--- src/rtl/key_input_conditioner_if.sv ---
// Key conditioner bus: raw active-low keys in, conditioned per-key flags out.
interface key_input_conditioner_if #(
    parameter int NUM_KEYS = 4
);
    logic [NUM_KEYS-1:0] KEY;
    logic [NUM_KEYS-1:0] key_level;
    logic [NUM_KEYS-1:0] key_press;
    logic [NUM_KEYS-1:0] key_release;
    logic [NUM_KEYS-1:0] key_repeat;
    logic [NUM_KEYS-1:0] key_event;

    // Drives the buttons and consumes the conditioned flags.
    modport master (
        output KEY,
        input  key_level, key_press, key_release, key_repeat, key_event
    );

    // The conditioner itself.
    modport slave (
        input  KEY,
        output key_level, key_press, key_release, key_repeat, key_event
    );
endinterface

--- src/rtl/key_input_conditioner.sv ---
// Push-button front end: 2-flop synchronizer, debounce, press/release pulses
// and optional auto-repeat, one independent channel per key.

module kic_channel #(
    parameter int DEBOUNCE_CYCLES = 1000000,
    parameter bit REPEAT_EN       = 1'b1,
    parameter int REPEAT_DELAY    = 25000000,
    parameter int REPEAT_RATE     = 5000000
) (
    input  logic clk,
    input  logic rst_n,
    input  logic key_raw,
    output logic level,
    output logic press,
    output logic rel,
    output logic rpt,
    output logic evt
);
    localparam int CW   = $clog2(DEBOUNCE_CYCLES + 1);
    localparam int RMAX = (REPEAT_DELAY > REPEAT_RATE) ? REPEAT_DELAY : REPEAT_RATE;
    localparam int TW   = (RMAX > 1) ? $clog2(RMAX) : 1;

    typedef enum logic [1:0] {IDLE, DELAY, REPEAT} rstate_t;

    logic          s1, s2;
    logic          flag;
    logic [CW-1:0] cnt;
    logic          commit;
    logic          lvl_nxt;

    // Two-flop synchronizer; resets to the released (high) raw level.
    always_ff @(posedge clk or negedge rst_n) begin
        if (!rst_n) begin
            s1 <= 1'b1;
            s2 <= 1'b1;
        end else begin
            s1 <= key_raw;
            s2 <= s1;
        end
    end

    assign flag    = ~s2;
    assign commit  = (flag != level) && (cnt == CW'(DEBOUNCE_CYCLES - 1));
    assign lvl_nxt = commit ? flag : level;

    // Debounce: count consecutive disagreeing cycles, any agreement clears.
    // Press/release pulses come out on the same edge the level flips.
    always_ff @(posedge clk or negedge rst_n) begin
        if (!rst_n) begin
            cnt   <= '0;
            level <= 1'b0;
            press <= 1'b0;
            rel   <= 1'b0;
        end else begin
            press <= commit & flag;
            rel   <= commit & ~flag;
            if (flag == level) begin
                cnt <= '0;
            end else if (commit) begin
                cnt   <= '0;
                level <= flag;
            end else begin
                cnt <= cnt + CW'(1);
            end
        end
    end

    if (REPEAT_EN) begin : g_rep
        rstate_t       st, st_n;
        logic [TW-1:0] tmr, tmr_n;
        logic          rpt_n;

        // Repeat FSM state, timer and registered repeat/event pulses.
        always_ff @(posedge clk or negedge rst_n) begin
            if (!rst_n) begin
                st  <= IDLE;
                tmr <= '0;
                rpt <= 1'b0;
                evt <= 1'b0;
            end else begin
                st  <= st_n;
                tmr <= tmr_n;
                rpt <= rpt_n;
                evt <= rpt_n | (commit & flag);
            end
        end

        // Next state: arm on the accepted press (same edge as the press
        // pulse) so the first repeat lands REPEAT_DELAY cycles after it;
        // a falling level always wins over a due repeat.
        always_comb begin
            st_n  = st;
            tmr_n = tmr;
            rpt_n = 1'b0;
            case (st)
                IDLE: begin
                    if (commit && flag) begin
                        st_n  = DELAY;
                        tmr_n = '0;
                    end
                end
                DELAY: begin
                    if (!lvl_nxt) begin
                        st_n  = IDLE;
                        tmr_n = '0;
                    end else if (tmr == TW'(REPEAT_DELAY - 1)) begin
                        rpt_n = 1'b1;
                        st_n  = REPEAT;
                        tmr_n = '0;
                    end else begin
                        tmr_n = tmr + TW'(1);
                    end
                end
                REPEAT: begin
                    if (!lvl_nxt) begin
                        st_n  = IDLE;
                        tmr_n = '0;
                    end else if (tmr == TW'(REPEAT_RATE - 1)) begin
                        rpt_n = 1'b1;
                        tmr_n = '0;
                    end else begin
                        tmr_n = tmr + TW'(1);
                    end
                end
                default: begin
                    st_n  = IDLE;
                    tmr_n = '0;
                end
            endcase
        end
    end else begin : g_norep
        assign rpt = 1'b0;

        // Without repeat the event output is just the press pulse.
        always_ff @(posedge clk or negedge rst_n) begin
            if (!rst_n) evt <= 1'b0;
            else        evt <= commit & flag;
        end
    end
endmodule

module key_input_conditioner #(
    parameter int NUM_KEYS        = 4,
    parameter int DEBOUNCE_CYCLES = 1000000,
    parameter bit REPEAT_EN       = 1'b1,
    parameter int REPEAT_DELAY    = 25000000,
    parameter int REPEAT_RATE     = 5000000
) (
    input  logic                     CLOCK_50,
    input  logic                     RESET_N,
    key_input_conditioner_if.slave   kif
);
    logic [NUM_KEYS-1:0] lvl, prs, rls, rpt, evt;

    for (genvar i = 0; i < NUM_KEYS; i++) begin : g_ch
        kic_channel #(
            .DEBOUNCE_CYCLES (DEBOUNCE_CYCLES),
            .REPEAT_EN       (REPEAT_EN),
            .REPEAT_DELAY    (REPEAT_DELAY),
            .REPEAT_RATE     (REPEAT_RATE)
        ) u_ch (
            .clk     (CLOCK_50),
            .rst_n   (RESET_N),
            .key_raw (kif.KEY[i]),
            .level   (lvl[i]),
            .press   (prs[i]),
            .rel     (rls[i]),
            .rpt     (rpt[i]),
            .evt     (evt[i])
        );
    end

    assign kif.key_level   = lvl;
    assign kif.key_press   = prs;
    assign kif.key_release = rls;
    assign kif.key_repeat  = rpt;
    assign kif.key_event   = evt;
endmodule

--- src/flat_wrapper.sv ---
// flat-port wrapper written by rule: the top's interface ports become plain ports
module key_input_conditioner_flat 
#(
    parameter int NUM_KEYS        = 4,
    parameter int DEBOUNCE_CYCLES = 1000000,
    parameter bit REPEAT_EN       = 1'b1,
    parameter int REPEAT_DELAY    = 25000000,
    parameter int REPEAT_RATE     = 5000000
)
  (CLOCK_50, RESET_N, kif_KEY, kif_key_level, kif_key_press, kif_key_release, kif_key_repeat, kif_key_event);
  key_input_conditioner_if #(.NUM_KEYS(NUM_KEYS)) kif_i ();
  input  logic CLOCK_50;
  input  logic RESET_N;
  input wire logic [$bits(kif_i.KEY)-1:0] kif_KEY;
  output wire logic [$bits(kif_i.key_level)-1:0] kif_key_level;
  output wire logic [$bits(kif_i.key_press)-1:0] kif_key_press;
  output wire logic [$bits(kif_i.key_release)-1:0] kif_key_release;
  output wire logic [$bits(kif_i.key_repeat)-1:0] kif_key_repeat;
  output wire logic [$bits(kif_i.key_event)-1:0] kif_key_event;
  assign kif_i.KEY = kif_KEY;
  assign kif_key_level = kif_i.key_level;
  assign kif_key_press = kif_i.key_press;
  assign kif_key_release = kif_i.key_release;
  assign kif_key_repeat = kif_i.key_repeat;
  assign kif_key_event = kif_i.key_event;
  key_input_conditioner #(.NUM_KEYS(NUM_KEYS), .DEBOUNCE_CYCLES(DEBOUNCE_CYCLES), .REPEAT_EN(REPEAT_EN), .REPEAT_DELAY(REPEAT_DELAY), .REPEAT_RATE(REPEAT_RATE)) u_core (.CLOCK_50(CLOCK_50), .RESET_N(RESET_N), .kif(kif_i));
endmodule
--- config.mk ---
export PLATFORM = sky130hd
export DESIGN_NAME = key_input_conditioner_flat
export DESIGN_NICKNAME = d
export VERILOG_FILES = /design/src/rtl/key_input_conditioner_if.sv /design/src/rtl/key_input_conditioner.sv /design/src/flat_wrapper.sv
export SDC_FILE = /design/constraint.sdc
export NUM_CORES = 1
export LEC_CHECK = 0
export CAP_MARGIN = 20
export CORE_ASPECT_RATIO = 0.5
export CORE_MARGIN = 4
export CORE_UTILIZATION = 42
export DETAILED_ROUTE_END_ITERATION = 7
export PLACE_DENSITY = 0.65
export SLEW_MARGIN = 20
export SYNTH_ARGS = -nofsm -noshare
export SYNTH_HDL_FRONTEND = slang
export SYNTH_SLANG_ARGS = --single-unit
--- constraint.sdc ---
create_clock -name CLOCK_50 -period 2.45 [get_ports CLOCK_50]
set_clock_uncertainty 0.1 [all_clocks]
set_input_delay 0.245 -clock CLOCK_50 [delete_from_list [all_inputs] [get_ports CLOCK_50]]
set_output_delay 0.245 -clock CLOCK_50 [all_outputs]
set_load 0.01 [all_outputs]
Yosys cells after proc, flatten, opt, wreduce, memory -nomap -nowiden. Cells that the tools add are included.

Logic and storage cells: 196. Register bits: 216. Output and inout port bits: 20. Bits of input ports: 6.

Bitwise gates (word level): 16. Add/subtract/negate cells: 8. Reduce and logical (&&, ||, !) cells: 16. Multiplexer cells: 76. Equal/unequal tests: 40.

Operators by type and width (number): 25-bit 2-to-1 mux (20); 25-bit one-hot mux with 3 select lines (4); 20-bit 2-to-1 mux (8); 25-bit by 1-bit adder with 25-bit output, second input constant (4); 25-bit by 23-bit == test with 1-bit output, second input constant (4); 25-bit == test, second input constant (4); 20-bit by 1-bit adder with 20-bit output, second input constant (4); 20-bit == test, second input constant (4); 2-bit 2-to-1 mux (16); 2-bit one-hot mux with 3 select lines (4); 1-bit 2-to-1 mux (20); 2-bit != test, second input constant (8); 3-bit != test, second input constant (4); 3-bit AND reduction (4); 1-bit AND (8); 2-bit by 1-bit == test with 1-bit output, second input constant (4); 2-bit == test, second input constant (4); 1-bit logical AND (8); 2-bit zero test (4); 1-bit one-hot mux with 2 select lines (4); 1-bit == test (4); 1-bit != test (4); 1-bit NOT (4); 1-bit OR (4).

Logic depth before layout (Yosys ltp). Gate-level depths: netlist of run 1.

Depth after elaboration: 7. Gate-level depth with buffers: 9. Mapped depth without buffers: 7.

Cells and area by module. From an unflattened synthesis of run 1, not the netlist that was laid out.

Cells, all modules: 1242. Area, all modules: 11787.6 um2.

Modules (own cells, without submodules): kic_channel at u_core.g_ch[1].u_ch ... (sequential area each 1353.8 um2, cells each 306, times used 2, area each 2866.5 um2); kic_channel at u_core.g_ch[0].u_ch (sequential area each 1353.8 um2, cells each 316, times used 1, area each 3036.7 um2); kic_channel at u_core.g_ch[3].u_ch (sequential area each 1353.8 um2, cells each 314, times used 1, area each 3017.9 um2).

Least setup slack after synthesis of run 1. OpenSTA, ideal clock, no wires.

Path type: register -> register. From: register u_core.g_ch[2].u_ch.g_rep.tmr[12]. To: register u_core.g_ch[2].u_ch.g_rep.tmr[22]. Setup time: 0.126 ns. Cell stages (with the launch flop): 8. Data arrival time: 2.380 ns. Buffers on the path: 1. Data required time: 2.224 ns. Period minus slack after synthesis: 2.606 ns. Path slack: -0.156 ns. Cell sequence: dfrtp_1 or4_1 or4_1 o41a_1 o22ai_4 nor2_2 buf_6 a221o_1.

Cells in the longest elaborated chain, start to end: 4. Elaborated cells on any way between the ends: 8. Those cells by class: 1 x add/sub; 2 x eq/ne; 5 x mux.

RTL lines: from (decl) (RTL line key_input_conditioner.sv:70) `logic [TW-1:0] tmr, tmr_n;`; from (signal assigned) (RTL line key_input_conditioner.sv:82) `tmr <= tmr_n;`; 25-bit by 1-bit adder with 25-bit output, or another cell as far along (RTL line key_input_conditioner.sv:111, key_input_conditioner.sv:122); 25-bit 2-to-1 mux (on tied branches) (RTL line key_input_conditioner.sv:118, key_input_conditioner.sv:106); 25-bit 2-to-1 mux (on tied branches) (RTL line key_input_conditioner.sv:115, key_input_conditioner.sv:103); 25-bit one-hot mux with 3 select lines (*) (RTL line key_input_conditioner.sv:95) `case (st)`.

Mark *: on every way between the ends. The rest lies on a longest branch, timed or not. A chain may end at the register's enable or synchronous reset.

Worst setup path in the final report of run 1.
From: register u_core.g_ch[2].u_ch.g_rep.tmr[16]. To: register u_core.g_ch[2].u_ch.g_rep.tmr[11].

Cells in the longest elaborated chain, start to end: 4. Elaborated cells on any way between the ends: 7. Those cells by class: 2 x eq/ne; 5 x mux.

RTL lines (RTL line): 25-bit by 23-bit == test with 1-bit output or 25-bit == test (tied branches) (key_input_conditioner.sv:118, key_input_conditioner.sv:106); 25-bit 2-to-1 mux (on tied branches) (key_input_conditioner.sv:118, key_input_conditioner.sv:106); 25-bit 2-to-1 mux (on tied branches) (key_input_conditioner.sv:115, key_input_conditioner.sv:103); 25-bit one-hot mux with 3 select lines (*) (key_input_conditioner.sv:95).

Marks and branches as above.

==> run summary, run 1 <==
worst hold start: kif_KEY[2]
fin crit share: 112.5%
number of port buffers: 25
required time of the critical path: 2.75 ns
Worst Setup End Kind: register
largest net degree at the start of global routing: 68
CTS tree: built
Top Ports: 26
CTS sink cnt: 216
WL final: 31250 um
Die Y: 126.5 um
fmax: 362.8 MHz
worst hold stages: 1
R2R depth: 6
Slew Viols, Final: 0
row cnt: 43
Rel. slew slack: 60.68%
area of the multi-input gates: 6820 um2
Worst Path Arrival: 3.06 ns
Synth-to-Final Area Change: 34.32%
Synth area leaders: dfrtp_1 (44%), nor2_1 (4.7%), nand3_1 (4.4%)
most instantiated cells after synthesis: dfrtp_1 (208), nor2_1 (149), nand2_1 (123)
Final nets: 1509
Non-Filler Instances: 1880
worst hold path type: in2reg
dpl hpwl: 19570 um
worst r2r src: u_core.g_ch[2].u_ch.g_rep.tmr[16]
placed instance count: 1791
Net Sw Power: 0.001572 W
DRC errors left: 0
area leader, netlist: dfrtp_1
post-route ant nets: 0
Setup Viol. Count Final: 91
Seq/Total Area, Yosys: 45.90%
PwrDens: 461.7 nW/um2
wire per inst: 16.62 um
FF-to-FF End: u_core.g_ch[2].u_ch.g_rep.tmr[11]
Filler cells: 2330
Post-Synthesis Cells: 1287
Synth Flop Type: dfrtp_1
routed vias/inst: 5.693
initial antenna violation count: 0
Place WS: -0.3472 ns
GP Congestion: 0.8852
post-synth net total: 1313
asr flop ratio synth: 100.0%
RSZ-0062 raised after global routing: true
Die X: 245.0 um
worst skew pair latency: 0.52 ns
CP max FO: 8
core area: 27650 um2
LEAKAGE: 6.710 nW
Clock Pin Slew Worst Setup and Hold Paths: 0.07 ns
Critical Path Start Type: register
Starting Density: 42.66%
Reg area: 5416 um2
Tightest Pin Transition: 0.5899 ns
CTS root buf: clkbuf_16
Antenna diodes: 0
most common cell in the synthesized netlist: dfrtp_1
kind of critical path: reg2reg
Die Footprint: 31000 um2
VDD IR-drop max: 417.9 uV
hold endpoint: u_core.g_ch[2].u_ch.s1
CTS H-tree depth: 1
Switching Fraction: 21.49%
Seq pwr share: 49.4%
Cell Area, Synth: 11800 um2
share of post-route cells with drive strength above 1: 26.57%
post-synthesis register bit count: 216
status: finished, violations left
setup TNS: -10.84 ns
first-pass GRT wire length: 50580 um
max_cap viols: 0
GRT Total Usage: 19.14%
via count: 10700
final hold vios: 0
vias in the first global route: 10530
clock network power share: 48.2%
Cell Int Power: 0.005745 W
Logic pwr share: 2.4%
failing checks: negative setup slack
Final Critical Period: 2.756 ns
Iter 0 DRT Violations: 963
Yosys top cell area share: 44.12%
Syn. warnings: 0
CTS Buf Count: 22
Avg Inst Size Synth: 9.167 um2
GRT overflow: 0
setup ws final: -0.3060 ns
Yosys cell types: 73
router iterations before antenna repair: 5
count of flip-flops with a built-in enable after synthesis: 0
maximum clock path buffer count: 3
R2R setup slack: -0.31 ns
final cells by class:
cell class                 count  share of cell area (%)
multi-input combinational    962                   43.04
tap                          382                   3.016
clock buffer                  33                   3.995
clock inverter                 6                  0.6632
inverter                      47                   1.113
timing repair buffer         234                   13.99
sequential                   216                   34.18
power by group through the flow:
stage          sequential (W)  combinational, W  clock, W
2_1_floorplan         0.00368         0.0000488         0
3_3_place_gp          0.00368          0.000173         0
3_5_place_dp          0.00368          0.000177         0
4_1_cts               0.00361          0.000181   0.00361
5_1_grt               0.00361          0.000203   0.00377
6_report              0.00361          0.000173   0.00353
metal layers:
layer	track usage, %	wire [um]	share of wire (%)	up-vias
met4	5.496	746	2.4	0
met3	2.873	1429	4.6	69
met2	33.06	15420	49	273
met5	0	0	0	-
met1	25.26	13660	44	5290
li1	-	-	-	5071
through the flow:
stage	total power (W)	hold slack [ns]	area, um2	util, %
6_report	0.007317	0.04073	15850	57.30
2_1_floorplan	0.003726	-0.1506	11900	-
4_1_cts	0.007403	0.02112	15050	54.41
3_3_place_gp	0.003852	0.1469	13550	49.01
3_5_place_dp	0.003857	0.1518	13550	49.01
5_1_grt	0.007583	0.02587	15850	57.30
registers in the layout (all words and copies together), names as in the netlist:
name,flops
u_core.g_ch.u_ch.cnt,80
u_core.g_ch.u_ch.g_rep.tmr,100
u_core.g_ch.u_ch.s2,4
u_core.g_ch.u_ch.rpt,4
u_core.g_ch.u_ch.rel,4
u_core.g_ch.u_ch.s1,4
u_core.g_ch.u_ch.evt,4
u_core.g_ch.u_ch.level,4
u_core.g_ch.u_ch.press,4
u_core.g_ch.u_ch.g_rep.st,8
cells in the final DEF, fill, tap and decap left out, drive strengths merged, types with 33 or more instances in the layout:
master  Yosys  final
dfrtp     208    208
buf        30    205
nor2      151    151
nand2     123    124
nand3     104    104
o21ai      68     68
inv        47     47
xor2       45     45
nand4      41     41
a21oi      40     40
nor3       38     38
clkbuf     33     37
a22o       36     36
and3       33     33
worst max-delay path by stage:
stage,cells past startpoint,endpoint,slack (ns),from
after floorplan,7,u_core.g_ch[2].u_ch.g_rep.tmr[22],-0.16,u_core.g_ch[2].u_ch.g_rep.tmr[12]
after global placement,7,u_core.g_ch[2].u_ch.g_rep.tmr[23],-0.24,u_core.g_ch[2].u_ch.g_rep.tmr[16]
after detailed placement,6,u_core.g_ch[2].u_ch.g_rep.tmr[21],-0.35,u_core.g_ch[2].u_ch.g_rep.tmr[16]
after CTS,6,u_core.g_ch[2].u_ch.g_rep.tmr[11],-0.28,u_core.g_ch[2].u_ch.g_rep.tmr[16]
after global routing,6,u_core.g_ch[2].u_ch.g_rep.tmr[11],-0.33,u_core.g_ch[2].u_ch.g_rep.tmr[16]
final,6,u_core.g_ch[2].u_ch.g_rep.tmr[11],-0.31,u_core.g_ch[2].u_ch.g_rep.tmr[16]
logic make-up after synthesis:
kind of cell	synth area share [%]
simple gates	27.68
compound gates	14.69
flops	45.90
buf+inv	4.295
xor+xnor	4.974
fa+ha+maj	2.121
mux	0.3394
worst max-delay path, cell delays in order (launching register included):
cell and delay (ns):
dfrtp_1 0.38, or4_1 0.53, or4_4 0.51, o41a_1 0.39, o22a_4 0.28, and3_1 0.18
a221o_1 0.27
timing repair:
item | CTS | global route
gates resized for setup | 137 | 130
hold buffers | 1 | 0
cloned | 5 | 4
pin swaps | 63 | 75
hold endpoints to repair | 61 | 0
buffers inserted | 21 | 23
endpoints found under the setup margin | 95 | 107
Power figures use the tool's default switching activity.
==> run 2: changes to the inputs <==
CORE_MARGIN = 3   (was 4)
==> run 2 against run 1 <==
The flow still finishes with violations (negative setup slack). Sequential cell count is the same. Sequential power barely moved. Via count rose by 0.52%. Maximum frequency grew 1.3%. Setup slack improved by 0.036 ns. Wire length down 3.1%. Final area down 0.98%. Total power down 0.88%. Global-route usage rose by 0.22 points. Sequential share of layout area rose by 0.33 points. Combinational power is essentially flat. First-iteration DRC count down 10%. Largest cell class unchanged. Highest routed layer unchanged.
==> run summary, run 2 (same netlist as run 1, synthesis figures left out) <==
fin crit share: 111.0%
kind of critical path: reg2reg
DRC errors left: 0
CTS tree: built
Filler cells: 2238
Worst Setup End Kind: register
LEAKAGE: 6.668 nW
max_cap viols: 0
router iterations before antenna repair: 6
setup ws final: -0.2699 ns
Clock Pin Slew Worst Setup and Hold Paths: 0.06 ns
Die Footprint: 30260 um2
via count: 10760
largest net degree at the start of global routing: 67
total chip power: 0.007253 W
Worst Path Arrival: 3.02 ns
Die X: 243.0 um
post-layout util: 58.09%
Place WS: -0.3018 ns
Reg area: 5415 um2
clock network power share: 47.8%
Synth-to-Final Area Change: 33.00%
worst hold path type: in2reg
required time of the critical path: 2.75 ns
share of post-route cells with drive strength above 1: 26.70%
RSZ-0062 raised after global routing: true
VDD IR-drop max: 521.5 uV
GR Layer Usage met2: 33.45%
CP max FO: 8
placed instance count: 1793
first-pass GRT wire length: 50510 um
core area: 27010 um2
Starting Density: 43.68%
routed vias/inst: 5.747
Critical Path Start Type: register
worst hold margin: 0.04603 ns
maximum clock path buffer count: 3
Top Ports: 26
status: finished, violations left
PwrDens: 462.2 nW/um2
Non-Filler Instances: 1872
Setup Viol. Count Final: 78
GRT Total Usage: 19.36%
area of the multi-input gates: 6832 um2
worst skew pair latency: 0.51 ns
fmax: 367.7 MHz
GRT overflow: 0
Die Y: 124.5 um
most flop-heavy register: u_core.g_ch.u_ch.g_rep.tmr
grt met3 use: 2.710%
final hold vios: 0
Net Sw Power: 0.001555 W
CTS Buf Count: 22
dpl hpwl: 19450 um
Tightest Pin Transition: 0.5366 ns
Final Critical Period: 2.720 ns
Slew Viols, Final: 0
initial antenna violation count: 0
max FFs per register: 100
number of port buffers: 25
busiest grt layer: met2
grt met1 use: 25.64%
Rel. slew slack: 64.19%
commonest non-fill, non-tap cell in the layout: dfrtp_1
Antenna diodes: 0
failing checks: negative setup slack
post-route ant nets: 0
Iter 0 DRT Violations: 864
Cell Int Power: 0.005697 W
CTS sink cnt: 216
Seq pwr share: 49.8%
vias in the first global route: 10570
most frequent cells in the layout: dfrtp_1 (208), buf_4 (164), nor2_1 (146)
row cnt: 42
wire per inst: 16.17 um
GP Congestion: 0.8680
CTS H-tree depth: 1
Final nets: 1509
Switching Fraction: 21.45%
Logic pwr share: 2.4%
CTS root buf: clkbuf_16
WL final: 30280 um
Largest regs: u_core.g_ch.u_ch.g_rep.tmr: 100 flops, u_core.g_ch.u_ch.cnt: 80 flops, u_core.g_ch.u_ch.g_rep.st: 8 flops
[run 2: cell types whose count changed in the layout (fill, tap and decap cells not counted), sizes merged]
cell,change
a31oi,+2
clkbuf,-2
buf,+1
bufinv,-1
[run 2: repair_timing]
item                       in CTS  in global routing
gates cloned                    5                  4
hold buffers                    1                  0
pin swaps                      59                 46
setup buffers                  22                 11
resized for setup             141                 94
hold endpoints to repair      143                  0
setup endpoints to repair      96                103
[run 2: per-stage QoR]
step	area (um2)	TNS, ns
2_1_floorplan	11900	-1.966
3_3_place_gp	13590	-7.191
3_5_place_dp	13590	-11.08
4_1_cts	15150	-6.266
5_1_grt	15690	-14.66
6_report	15690	-7.568
[run 2: worst max-delay path, cell delays in order, from the launching register on]
cell and delay [ns]:
dfrtp_1 0.38, or4_1 0.51, or4_4 0.50, o41a_1 0.37, buf_4 0.16, o22ai_4 0.11, buf_6 0.19, buf_4 0.12
o2bb2a_4 0.11, o21ai_2 0.04
[run 2: final timing paths]
path / cells past startpoint / slack, ns / start / end
worst min register to register: 0 / 0.26 / u_core.g_ch[0].u_ch.s1 / u_core.g_ch[0].u_ch.s2
worst max-delay path: 9 / -0.27 / u_core.g_ch[2].u_ch.g_rep.tmr[16] / u_core.g_ch[2].u_ch.g_rep.tmr[19]
min in group asynchronous: 2 / 0.13 / RESET_N / u_core.g_ch[0].u_ch.cnt[11]
max in group asynchronous: 3 / 1.35 / RESET_N / u_core.g_ch[2].u_ch.s1
worst min-delay path: 1 / 0.05 / kif_KEY[2] / u_core.g_ch[2].u_ch.s1
worst max register to register: 9 / -0.27 / u_core.g_ch[2].u_ch.g_rep.tmr[16] / u_core.g_ch[2].u_ch.g_rep.tmr[19]
[run 2: power by group through the flow]
| stage | Clock, W | Combinational [W] | Sequential (W) |
|---|---|---|---|
| after floorplan | 0 | 0.0000488 | 0.00368 |
| after global placement | 0 | 0.000170 | 0.00368 |
| after detailed placement | 0 | 0.000175 | 0.00368 |
| after CTS | 0.00355 | 0.000179 | 0.00361 |
| after global routing | 0.00368 | 0.000199 | 0.00361 |
| final | 0.00347 | 0.000173 | 0.00361 |
[run 2: area by class of cell]
cell class	count	area share, %
clock inverter	5	0.4784
tap	374	2.982
inverter	47	1.124
timing repair buffer	232	13.18
clock buffer	34	4.186
sequential	216	34.51
multi-input combinational	964	43.54
[run 2: routing by layer]
| layer | vias up | share of wire [%] |
|---|---|---|
| met1 | 5362 | 45 |
| met3 | 58 | 3.6 |
| met2 | 241 | 49 |
| li1 | 5098 | - |
| met5 | - | 0 |
| met4 | 0 | 2.3 |
